File: config.mk
export PLATFORM = sky130hd
export DESIGN_NAME = tmr_count_enable_gen
export DESIGN_NICKNAME = d
export VERILOG_FILES = /design/src/rtl/tmr_count_enable_gen.sv
export SDC_FILE = /design/constraint.sdc
export NUM_CORES = 1
export LEC_CHECK = 0
export ABC_AREA = 0
export CORE_UTILIZATION = 45
export CTS_CLUSTER_DIAMETER = 60
export DETAILED_ROUTE_END_ITERATION = 12
export PLACE_DENSITY = 0.63
export RECOVER_POWER = 50
export SYNTH_ARGS = -nofsm -noshare
export SYNTH_HDL_FRONTEND = slang
export SYNTH_SLANG_ARGS = --single-unit
File: constraint.sdc
create_clock -name clk -period 3.05 [get_ports clk]
set_input_delay 0.915 -clock clk [delete_from_list [all_inputs] [get_ports clk]]
set_output_delay 0.915 -clock clk [all_outputs]
set_load 0.05 [all_outputs]
File: src/rtl/tmr_count_enable_gen.sv
// tmr_count_enable_gen: selects the count-enable source for a timer channel
// (prescaler ticks, cascade event, or synchronised external clock edges).
`default_nettype none

module tmr_count_enable_gen #(
  parameter int PRESC_W     = 13,
  parameter int SYNC_STAGES = 2
) (
  input  logic       clk,
  input  logic       rst_n,
  input  logic [2:0] cks,
  input  logic       icks,
  input  logic       tmci,
  input  logic       casc_evt,
  output logic       count_en,
  output logic       stopped
);

  typedef enum logic [2:0] {
    CKS_STOP   = 3'b000,
    CKS_FAST   = 3'b001,
    CKS_MID    = 3'b010,
    CKS_SLOW   = 3'b011,
    CKS_CASC   = 3'b100,
    CKS_EXT_R  = 3'b101,
    CKS_EXT_F  = 3'b110,
    CKS_EXT_RF = 3'b111
  } cks_e;

  localparam logic [PRESC_W-1:0] PRESC_ONE = {{(PRESC_W-1){1'b0}}, 1'b1};

  logic [PRESC_W-1:0]     presc;
  logic [SYNC_STAGES-1:0] sync_q;
  logic                   sync_out;
  logic                   hist;
  logic                   rise_q;
  logic                   fall_q;
  logic                   tick_2;
  logic                   tick_8;
  logic                   tick_32;
  logic                   tick_64;
  logic                   tick_1024;
  logic                   tick_8192;
  logic                   src;

  // Free-running; never cleared by mode changes so tick phase is preserved.
  always_ff @(posedge clk or negedge rst_n) begin
    if (!rst_n) begin
      presc <= '0;
    end else begin
      presc <= presc + PRESC_ONE;
    end
  end

  assign tick_2    = presc[0];
  assign tick_8    = &presc[2:0];
  assign tick_32   = &presc[4:0];
  assign tick_64   = &presc[5:0];
  assign tick_1024 = &presc[9:0];
  assign tick_8192 = &presc[12:0];

  generate
    if (SYNC_STAGES > 1) begin : g_sync_chain
      always_ff @(posedge clk or negedge rst_n) begin
        if (!rst_n) begin
          sync_q <= '0;
        end else begin
          sync_q <= {sync_q[SYNC_STAGES-2:0], tmci};
        end
      end
    end else begin : g_sync_single
      always_ff @(posedge clk or negedge rst_n) begin
        if (!rst_n) begin
          sync_q <= '0;
        end else begin
          sync_q <= tmci;
        end
      end
    end
  endgenerate

  assign sync_out = sync_q[SYNC_STAGES-1];

  // Edge detection is registered so the external path has a fixed
  // sync + detect + output latency; it runs regardless of cks.
  always_ff @(posedge clk or negedge rst_n) begin
    if (!rst_n) begin
      hist   <= 1'b0;
      rise_q <= 1'b0;
      fall_q <= 1'b0;
    end else begin
      hist   <= sync_out;
      rise_q <= sync_out & ~hist;
      fall_q <= ~sync_out & hist;
    end
  end

  always_comb begin
    src = 1'b0;
    case (cks_e'(cks))
      CKS_STOP:   src = 1'b0;
      CKS_FAST:   src = icks ? tick_2    : tick_8;
      CKS_MID:    src = icks ? tick_32   : tick_64;
      CKS_SLOW:   src = icks ? tick_1024 : tick_8192;
      CKS_CASC:   src = casc_evt;
      CKS_EXT_R:  src = rise_q;
      CKS_EXT_F:  src = fall_q;
      CKS_EXT_RF: src = rise_q | fall_q;
      default:    src = 1'b0;
    endcase
  end

  always_ff @(posedge clk or negedge rst_n) begin
    if (!rst_n) begin
      count_en <= 1'b0;
    end else begin
      count_en <= src;
    end
  end

  assign stopped = (cks == 3'b000);

endmodule

`default_nettype wire

==> qor.csv, run 1 <==
metric;value;unit
synth_cell_types;22;
diodes;0;
clk_pin_slew;110;ps
synthMuxAreaShare;1.22;%
arrival;1940;ps
track_usage;14.5;%
fp.dieW;44.8;µm
crit_chain;clkdlybuf4s50_1 -> nor3_1 -> buf_12;
use_met3;6.00;%
cp-end-kind;output pin;
reg2reg_from;presc[0];
synthAdderAreaFrac;4.56;%
maxSlewViolCount;0;
drtPass1Iterations;4;
postCtsHoldBufs;0;
worstPathRequired;2130;ps
cts.sinks;19;
critPathSlowestCell;clkdlybuf4s50_1;
dp.cells;102;
wl_per_cell;10.8;µm
drt-total-wl;1.15;mm
initial_utilization;47.7;%
yosysWarnings;0;
outcome;completed;
cts_max_path_buffers;2;
areaGrowthSynthToFinish;16.4;%
die-area;2000;µm²
crit_type;in -> out;
hold-path-cell-count;0;
antenna_found_initial;0;
setup_ws;197;ps
viasPerCell;4.72;
grt_setup_unrepaired;no;
ctsRootBufferMaster;clkbuf_4;
finalCriticalPeriod;2850;ps
drtAntennaViolNets;0;
grt_pass1_wl;2.02;mm
grt_use_met2;17.4;%
vias;500;
core.rowCount;15;
route.detailed.drc;0;
grt_pass1_vias;456;
hold_class;reg -> reg;
peakVddDrop;0.351;mV
hp-start;sync_q[0];
cts_resized;0;
postCtsSetupRepairBufs;0;
synth_top_family_by_area;simple AND/OR/NAND/NOR gates;
skew;3.25;ps
final_cells;106;
synth-seq-cells;19;
multi_input_area;298;µm²
netlist_area;823;µm²
fillers;150;
power.density;437;nW/µm²
worst_pin_slew;815;ps
synth_seq_area_share;57.8;%
cp-startpoint;cks[0];
gp_congestion;0.775;
synth_nets;78;
core-area;1730;µm²
critPathMaxFanout;5;
grt_max_degree;20;
insertion_delay;300;ps
fin_nets;93;
total_power;419;µW
grt-ovfl-total;0;
syn_inst;67;
synthXorXnorAreaFrac;9.57;%
dp.final_hpwl;848;µm
finalHoldViolCount;0;
cp-start-kind;input pin;
period_share;93.5;%
place_ws;199;ps
synthSimpleGateAreaFrac;19.1;%
cts_tree;yes;
synth-compound-area-share;5.47;%
busiest_layer;met1;
critPathMaxStageDelay;480;ps
globalRouteMet1Util;22.1;%
total_leakage_power;0.441;nW
cts_max_level;1;
fmax;0.351;GHz
ios;10;
synth_area_per_cell;12.3;µm²
cap_violations;0;
rr_worst_depth;5;
slew_headroom;45.5;%
seq_area;475;µm²
setup_violations;0;
cts_made_buffers;3;
drt_iter0_drc;15;
drive_gt1_share;8.64;%
io_buffers;9;
die_h;44.8;µm
tns;0;ps
## where the power goes
part	internal [mW]	switching, mW
logic	0.0158	0.0180
clock network	0.0488	0.0787
registers	0.256	0.00136
total	0.321	0.0980
## sequential cells by signal, indices dropped and copies added, names as in the netlist
register / count
presc: 13
sync_q: 2
count_en: 1
fall_q: 1
hist: 1
rise_q: 1
## Yosys cell counts, drive strengths merged
| library cell | instances | area share (%) |
|---|---|---|
| nand3 | 5 | 4.6 |
| xnor2 | 7 | 7.4 |
| inv | 5 | 2.3 |
| nor3 | 4 | 4.4 |
| ha | 3 | 4.6 |
| and3 | 2 | 1.5 |
| nor2b | 2 | 1.5 |
| mux2i | 1 | 1.2 |
| a41oi | 2 | 2.1 |
| xor2 | 2 | 2.1 |
| nor2 | 2 | 1.2 |
| nand2 | 6 | 3.6 |
| dfrtp | 19 | 58 |
| o21ai | 2 | 1.2 |
| a32oi | 1 | 1.1 |
| o31a | 1 | 1.1 |
| nand4 | 3 | 2.3 |
## final timing paths
check                      slack, ps         to
min                              360  sync_q[1]
min in group asynchronous       1140   count_en
max reg2reg                     1520   count_en
max in group asynchronous       1400   presc[1]
max                              200    stopped
min reg2reg                      360  sync_q[1]
## area by class of cell
class | count | area share [%]
inverter | 5 | 1.96
sequential | 19 | 49.6
tap | 25 | 3.26
timing repair buffer | 10 | 11.2
clock inverter | 1 | 0.522
clock buffer | 3 | 2.35
multi-input combinational | 43 | 31.1
## worst max-delay path: cells and delay by family
family	cells	cell delay (ps)
buffers and inverters	2	670
and+or+nand+nor	1	350
## layer usage
layer	vias up	part of all wire [%]
li1	262	-
met1	226	55
met2	10	40
met3	2	3.2
met4	0	1.0
met5	-	0
## kinds of logic after synthesis
kind of cell,Yosys count
flops,19
buf+inv,5
fa+ha+maj,3
compound gates,6
simple gates,24
mux,1
xor+xnor,9
## layout by cell type (no fill, tap or decap), drive strengths merged, types with 3 or more instances in the layout
cell,netlist,layout
nand2,6,6
clkbuf,0,3
nand3,5,5
ha,3,3
inv,5,5
nand4,3,3
clkdlybuf4s50,0,6
xnor2,7,7
dfrtp,19,19
nor3,4,4
## through the flow
| stage | instance area [µm²] | utilization (%) | hold slack, ps |
|---|---|---|---|
| after CTS | 990 | 57.3 | 366 |
| final | 958 | 55.5 | 363 |
| after floorplan | 823 | - | 331 |
| after detailed placement | 962 | 55.7 | 340 |
| after global placement | 962 | 55.7 | 344 |
| after global routing | 958 | 55.5 | 373 |
(Power assumes the default switching activity.)
==> inputs of run 2 (changes only) <==
Settings changed: CORE_MARGIN set to 5, CTS_CLUSTER_DIAMETER 60 to not set.
==> run 2 against run 1 <==
  * Sequential power about the same
  * Hold slack gained 4.0 ps
  * Via count increased by 2.0%
  * Final cell count unchanged
  * Worst setup slack worse by 2.4 ps
  * First-iteration DRC count shrank 40%
  * Utilization unchanged
  * Sequential share of layout area did not move
  * Maximum frequency barely moved
  * Critical path type unchanged
  * Critical endpoint unchanged
==> qor.csv, run 2 (synthesized netlist as in run 1, its figures left out) <==
metric;value;unit;change
rr_endpoint;count_en;;
drtAntennaViolNets;0;;unchanged
clk_pin_slew;110;ps;about the same
critPathMaxStageDelay;480;ps;about the same
antenna_found_initial;0;;unchanged
cts_max_path_buffers;2;;unchanged
worst_pin_slew;808;ps;-7.24 ps
hold-path-endpoint;sync_q[1];;
areaGrowthSynthToFinish;16.4;%;unchanged
hp-start;sync_q[0];;
worstPathRequired;2130;ps;about the same
cts.sinks;19;;unchanged
rr_worst_depth;5;;unchanged
core.rowCount;15;;unchanged
fillers;151;;+0.67%
grt_pass1_vias;481;;+5.5%
grt_max_degree;20;;unchanged
fmax;0.350;GHz;about the same
power.density;438;nW/µm²;+0.35%
slew_headroom;46.0;%;+0.48 points
largest-register;presc;;
path_buf_inv;2;;unchanged
cts_tree;yes;;
drt-total-wl;1.25;mm;+8.9%
multi_input_area;298;µm²;unchanged
total_leakage_power;0.441;nW;unchanged
gp_congestion;0.840;;+8.4%
cp-end-kind;output pin;;
ctsRootBufferMaster;clkbuf_4;;
grt_setup_unrepaired;no;;
initial_utilization;47.7;%;unchanged
route.detailed.drc;0;;unchanged
finalHoldViolCount;0;;unchanged
wl_per_cell;11.8;µm;+8.9%
cts_resized;0;;unchanged
ios;10;;unchanged
rrSetupSlack;1490;ps;-30 ps
die_h;52.8;µm;+18%
largest_reg_flops;13;;unchanged
period_share;93.6;%;about the same
postCtsHoldBufs;0;;unchanged
outcome;completed;;
vias;510;;+2.0%
dp.final_hpwl;925;µm;+9.0%
viasPerCell;4.81;;+2.0%
setup_violations;0;;unchanged
crit_chain;clkdlybuf4s50_1 -> nor3_1 -> buf_12;;
drt_iter0_drc;9;;-6
fp.dieW;52.8;µm;+18%
io_buffers;9;;unchanged
maxSlewViolCount;0;;unchanged
tns;0;ps;unchanged
drive_gt1_share;8.64;%;unchanged
diodes;0;;unchanged
skew;1.31;ps;-1.94 ps
hold-path-cell-count;0;;unchanged
most-common-layout-cells;19 x dfrtp_1, 7 x xnor2_1, 6 x clkdlybuf4s50_1;;
drtPass1Iterations;5;;+1
peakVddDrop;0.183;mV;-48%
cts_max_level;1;;unchanged
core-area;1730;µm²;unchanged
reg2reg_from;presc[0];;
final_common_cell;dfrtp_1;;
fin_nets;93;;unchanged
finalCriticalPeriod;2850;ps;+2.39 ps
critPathSlowestCell;clkdlybuf4s50_1;;
cp-start-kind;input pin;;
insertion_delay;300;ps;about the same
die-area;2790;µm²;+39%
grt_pass1_wl;2.13;mm;+5.5%
hold_class;reg -> reg;;
track_usage;11.0;%;-3.6 points
critPathMaxFanout;5;;unchanged
crit_type;in -> out;;
grt-ovfl-total;0;;unchanged
postCtsSetupRepairBufs;0;;unchanged
arrival;1940;ps;about the same
cts_made_buffers;3;;unchanged
critPathTopFamily;buffers and inverters;;
reg_top3;presc: 13 flops, sync_q: 2 flops;;
fin_util;55.5;%;unchanged
cap_violations;0;;unchanged
seq_area;475;µm²;unchanged
[run 2: cell counts in the layout (fill, tap and decap cells not counted)]
Identical to the previous run, type by type.
[run 2: area by class of cell]
cell class	instances	share of cell area [%]
Sequential cell	19	49.6
Multi-Input combinational cell	43	31.1
Timing Repair Buffer	10	11.2
Tap cell	25	3.26
Clock buffer	3	2.35
Inverter	5	1.96
Clock inverter	1	0.522
[run 2: how the worst max path moves through the flow]
stage,endpoint,depth (start not counted),from
6_report,stopped,3,cks[0]
5_1_grt,stopped,3,cks[0]
4_1_cts,stopped,3,cks[0]
3_5_place_dp,stopped,3,cks[0]
3_3_place_gp,stopped,3,cks[0]
2_1_floorplan,stopped,1,cks[0]
[run 2: stage by stage]
step                      worst slack, ps  power, mW  area, µm²  std cells  hold WS, ps
final                                 195      0.420        958        106          367
after detailed placement              193      0.298        962        102          336
after floorplan                       123      0.275        823         67          331
after CTS                             193      0.427        990        106          370
after global routing                  117      0.437        958        106          377
after global placement                222      0.297        962        102          344
[run 2: metal layers]
layer,wire length [µm],vias up,global-route usage (%)
met3,32,5,3.42
met1,640,239,14.7
li1,-,259,-
met5,0,-,0
met2,538,7,15.3
met4,40,0,6.38
[run 2: worst reg2reg max path: stages, from the launching register on]
cell     delay (ps)
dfrtp_1         430
ha_1            270
nand2_4          60
nor3_1          380
nand4_1         140
a32oi_1         200
[run 2: power by group]
group / internal (mW) / leakage (nW) / total [mW] / switching, mW
Clock: 0.0489 / 0.0177 / 0.129 / 0.0797
Combinational: 0.0158 / 0.182 / 0.0342 / 0.0184
Sequential: 0.256 / 0.241 / 0.257 / 0.00134
Total: 0.321 / 0.441 / 0.420 / 0.0994
